`config.mk`:
```
export PLATFORM = sky130hd
export DESIGN_NAME = pipeline_step_ctrl
export DESIGN_NICKNAME = d
export VERILOG_FILES = /design/src/rtl/pipe_dbg_pkg.sv /design/src/rtl/key_debounce.sv /design/src/rtl/pipeline_step_ctrl.sv
export SDC_FILE = /design/constraint.sdc
export NUM_CORES = 1
export LEC_CHECK = 0
export CAP_MARGIN = 20
export CORE_UTILIZATION = 45
export CTS_BUF_LIST = sky130_fd_sc_hd__clkbuf_4 sky130_fd_sc_hd__clkbuf_8 sky130_fd_sc_hd__clkbuf_16
export DETAILED_ROUTE_END_ITERATION = 6
export GPL_TIMING_DRIVEN = 0
export PLACE_DENSITY = 0.73
export SETUP_SLACK_MARGIN = 0.15
export SLEW_MARGIN = 30
export SYNTH_ARGS = -nofsm -noshare
export SYNTH_HDL_FRONTEND = slang
export SYNTH_SLANG_ARGS = --single-unit
```
`constraint.sdc`:
```
create_clock -name clk -period 2 [get_ports clk]
set_clock_uncertainty 0.1 [all_clocks]
set_input_delay 0.4 -clock clk [delete_from_list [all_inputs] [get_ports clk]]
set_output_delay 0.4 -clock clk [all_outputs]
set_load 0.02 [all_outputs]
```
`src/rtl/pipe_dbg_pkg.sv`:
```
// pipe_dbg_pkg: mode encodings and controller state type shared by the pipeline debug controller
package pipe_dbg_pkg;

    localparam logic [1:0] MODE_RUN   = 2'b00;
    localparam logic [1:0] MODE_STEP  = 2'b01;
    localparam logic [1:0] MODE_BURST = 2'b10;
    localparam logic [1:0] MODE_HALT  = 2'b11;

    typedef enum logic [1:0] {
        IDLE  = 2'd0,
        STEP  = 2'd1,
        BURST = 2'd2
    } state_e;

endpackage

```
`src/rtl/key_debounce.sv`:
```
// key_debounce: 2-FF synchroniser, stable-count debouncer and registered rising-edge pulse
module key_debounce #(
    parameter int DEB_CYCLES = 4
) (
    input  logic clk,
    input  logic reset,
    input  logic key_raw,
    output logic key_level,
    output logic key_rise
);
    localparam int CW = $clog2(DEB_CYCLES + 1);

    logic [1:0]    sync_q;
    logic [CW-1:0] cnt_q, cnt_d;
    logic          db_q, db_d, db_prev_q, rise_q;
    logic          key_s, differ, hit;

    assign key_s  = sync_q[1];
    assign differ = key_s != db_q;
    // the new level is taken once the mismatch has lasted DEB_CYCLES consecutive cycles
    assign hit    = differ && cnt_q == CW'(DEB_CYCLES - 1);

    always_comb begin
        cnt_d = (!differ || hit) ? '0 : cnt_q + 1'b1;
        db_d  = hit ? key_s : db_q;
    end

    always_ff @(posedge clk) begin
        if (reset) begin
            sync_q    <= '0;
            cnt_q     <= '0;
            db_q      <= 1'b0;
            db_prev_q <= 1'b0;
            rise_q    <= 1'b0;
        end else begin
            sync_q    <= {sync_q[0], key_raw};
            cnt_q     <= cnt_d;
            db_q      <= db_d;
            db_prev_q <= db_q;
            rise_q    <= db_q && !db_prev_q;
        end
    end

    assign key_level = db_q;
    assign key_rise  = rise_q;

endmodule

```
`src/rtl/pipeline_step_ctrl.sv`:
```
// pipeline_step_ctrl: run/step/burst/halt clock-enable generator for the pipeline,
// driven by a debounced push-button, with a wrapping count of enabled cycles
module pipeline_step_ctrl
    import pipe_dbg_pkg::*;
#(
    parameter int DEB_CYCLES = 4,
    parameter int BURST_W    = 8,
    parameter int CNT_W      = 16
) (
    input  logic               clk,
    input  logic               reset,
    input  logic               key,
    input  logic [1:0]         mode,
    input  logic [BURST_W-1:0] burst_len,
    output logic               cpu_en,
    output logic               key_pulse,
    output logic               busy,
    output logic [CNT_W-1:0]   cycle_cnt
);
    state_e             state_q, state_d;
    logic [BURST_W-1:0] rem_q, rem_d;
    logic               en_q, en_d, busy_q, busy_d;
    logic [CNT_W-1:0]   cnt_q;
    logic               key_level_unused;

    key_debounce #(
        .DEB_CYCLES(DEB_CYCLES)
    ) u_key_debounce (
        .clk      (clk),
        .reset    (reset),
        .key_raw  (key),
        .key_level(key_level_unused),
        .key_rise (key_pulse)
    );

    always_comb begin
        state_d = state_q;
        rem_d   = rem_q;
        case (state_q)
            IDLE: begin
                if (key_pulse && mode == MODE_STEP) state_d = STEP;
                if (key_pulse && mode == MODE_BURST) begin
                    state_d = BURST;
                    rem_d   = (burst_len == '0) ? BURST_W'(1) : burst_len;
                end
            end
            STEP: state_d = IDLE;
            BURST: begin
                rem_d   = rem_q - 1'b1;
                state_d = (rem_q == BURST_W'(1) || mode != MODE_BURST) ? IDLE : BURST;
            end
            default: state_d = IDLE;
        endcase
        // enable is registered from the next state so STEP/BURST cycles line up with cpu_en
        en_d   = (mode == MODE_RUN) || (mode != MODE_HALT && state_d != IDLE);
        busy_d = state_d == BURST;
    end

    always_ff @(posedge clk) begin
        if (reset) begin
            state_q <= IDLE;
            rem_q   <= '0;
            en_q    <= 1'b0;
            busy_q  <= 1'b0;
            cnt_q   <= '0;
        end else begin
            state_q <= state_d;
            rem_q   <= rem_d;
            en_q    <= en_d;
            busy_q  <= busy_d;
            cnt_q   <= cnt_q + CNT_W'(en_q);
        end
    end

    assign cpu_en    = en_q;
    assign busy      = busy_q;
    assign cycle_cnt = cnt_q;

endmodule

```
==> impl_metrics.toml <==
[setup_path]
worstSetupStartpointType = "flop"
cp.required_ps = 1500
cpLargestDelayFamily = "buffers and inverters"
path_cells = "clkdlybuf4s50_1"
worstPathMaxFanout = 4
critPathArrivalTime_ps = 1290
crit_buf_inv = 1
worst_setup_path_end_kind = "output pin"
slowest_stage = "clkdlybuf4s50_1"
critPathMaxStageDelay_ps = 630
path_class = "flop to output pin"

[clock_network]
cts.sinks = 36
cts_setup_buffers = 0
post_cts_resize_count = 7
htreeDepth = 2
hold_buffers = 0
cts_tree = "done"
cts-root-buf = "clkbuf_8"
cts.clk_slew.worst_paths_ps = 70
cts_buffers = 5
clk-insertion-delay-late_ps = 280
cts_buffer_depth = 2

[finish]
drive_gt1_frac = 0.0978
nets = 243
syn2layout_area_growth_pct = 27.7
fin_util = 0.621
final_cell_area_um2 = 2150
fin_cells = 271
antennaDiodeCount = 0

[route]
postRouteWirelength_um = 3400
postRouteAntennaNets = 0
avgViaCountPerCell = 5.18
vias = 1404
drtIter0Drc = 55
first_pass_iters = 4
drc = 0
wl_per_cell_um = 12.6

[floorplan]
num_io_pins = 32
die_area_um2 = 4000
core_um2 = 3470
row_count = 21
die_h_um = 63.2
start_util = 0.487
die_x_um = 63.2

[sta]
finalCriticalPeriod_ps = 1790
slew_violations = 0
finalWorstSetupSlack_ps = 211
rsz0062_at_grt = "false"
fin_tns_setup_ps = 0
setup-violations-final = 0
fin_crit_sh = 0.894
worst_pin_slew_ps = 442
relSlewSlack = 0.701
clock.fmax_ghz = 0.559
hold_violations = 0

[global_route]
grt_use_total = 0.184
gr-total-overflow = 0
grt_antenna_before_repair = 0
use_met3 = 0.0580
grt.met2_usage = 0.310
grt.met1_usage = 0.216
grt_pass1_wl_um = 5710
top_usage_layer = "met2"
grt_pass1_vias = 1329
grt_start_max_net_pins = 12

[yosys]
ys_async_sr_fraction = 0
synth_top_cell_area_share = 0.427
synth_top_flop_cell = "dfxtp_1"
postSynthCellCount = 186
synth_area_per_cell_um2 = 9.07
synth-edff-count = 0
ys_seq_area_frac = 0.427
yosys-top-cells-area = "dfxtp_1 (43%), nor2_1 (4.9%), ha_1 (4.4%)"
yosys_warnings = 0
synth_top_cell_by_area = "dfxtp_1"
yosysUniqueCellTypes = 45
syn-num-nets = 205
synth-seq-cells = 36
syn_area_um2 = 1690

[pwr]
peakVddDrop_v = 0.000356
p_leak_nw = 0.910
pwr_density_cell_nw_per_um2 = 608

[place]
numPortBuffers = 31
routabilityCongestion = 0.819
hpwl_um = 2580
dpl.cell_count = 263
place_area_um2 = 2060
dp_slack_ps = -236

[job]
cap_violations = 0

[hold_path]
min_path_type = "flop to flop"

[status]
status = "finished clean"
==> layout by cell type, fill, tap and decap left out, types with 5 or more instances in the layout <==
cell type,instances
a21oi_1,10
clkbuf_8,6
clkdlybuf4s50_1,20
dfxtp_1,36
dlygate4sd2_1,6
dlymetal6s2s_1,5
ha_1,6
inv_1,7
nand2_1,15
nor2_1,22
nor2b_1,7
nor3_1,8
o21ai_0,12
xnor2_1,8
==> Yosys cell counts (2+ instances only) <==
cell / n
o21ai_0: 12
clkbuf_1: 3
a21oi_1: 10
nor4_4: 2
xor2_1: 3
a21o_1: 2
nand3_1: 2
nand2_1: 15
and2_1: 3
nand4_4: 2
nand2b_1: 4
nor2_1: 22
or3_1: 3
xnor2_1: 8
buf_2: 2
ha_1: 6
nor2b_1: 7
nor3_1: 8
nor4_1: 4
inv_1: 7
nand4_1: 2
dfxtp_1: 36
==> per-layer routing <==
metal / up-vias / part of all wire
met5: - / 0
met1: 639 / 0.47
met2: 28 / 0.48
li1: 733 / -
met4: 0 / 0.011
met3: 4 / 0.041
==> layout make-up <==
type                       instances  area, µm²
fill                             304       1310
multi-input combinational        138        920
sequential                        36        721
timing repair buffer              31        315
clock buffer                       6       82.6
tap                               46       57.6
inverter                           7       26.3
buffer                             5       22.5
clock inverter                     2       10.0
==> power by group <==
part           switching, W  internal, W   total, W  leakage, nW
clock              0.000247     0.000275   0.000521       0.0510
sequential       0.00000248     0.000721   0.000724        0.291
combinational     0.0000288    0.0000354  0.0000642        0.568
==> sequential cells by signal (all words and copies together) (netlist names) <==
register / count
cycle_cnt: 16
rem_q: 8
u_key_debounce.cnt_q: 3
state_q: 2
u_key_debounce.sync_q: 2
busy: 1
cpu_en: 1
u_key_debounce.db_prev_q: 1
u_key_debounce.key_level: 1
u_key_debounce.key_rise: 1
==> through the flow <==
| stage | hold slack (ps) | power (W) |
|---|---|---|
| after global placement | 290 | 0.000804 |
| final | 292 | 0.00131 |
| after floorplan | 267 | 0.000766 |
| after global routing | 323 | 0.00136 |
| after CTS | 299 | 0.00132 |
| after detailed placement | 288 | 0.000805 |
==> final timing paths <==
| path | from | end | cells past startpoint | slack, ps |
|---|---|---|---|---|
| worst max register to register | cpu_en | cycle_cnt[14] | 5 | 330 |
| worst max-delay path | cycle_cnt[13] | cycle_cnt[13] | 1 | 210 |
| worst min-delay path | u_key_debounce.db_prev_q | u_key_debounce.key_rise | 1 | 290 |
| worst min register to register | u_key_debounce.db_prev_q | u_key_debounce.key_rise | 1 | 290 |
==> cells by family after synthesis <==
family	synth area share
AOI/OAI and AO/OA	0.127
xor gates and xnor gates	0.0571
adders and majority gates	0.0445
buffers and inverters	0.0282
DFF	0.427
muxes	0.00593
and+or+nand+nor	0.311
==> worst register-to-register path: cells and delay by family, from the launching register on <==
| kind | cells | cell delay [ps] |
|---|---|---|
| AO/OA/AOI/OAI | 1 | 140 |
| adder cells (fa/ha/maj) | 2 | 420 |
| flip-flops | 1 | 350 |
| AND/OR/NAND/NOR | 2 | 530 |
No activity file was read; power rests on OpenSTA's default activity.
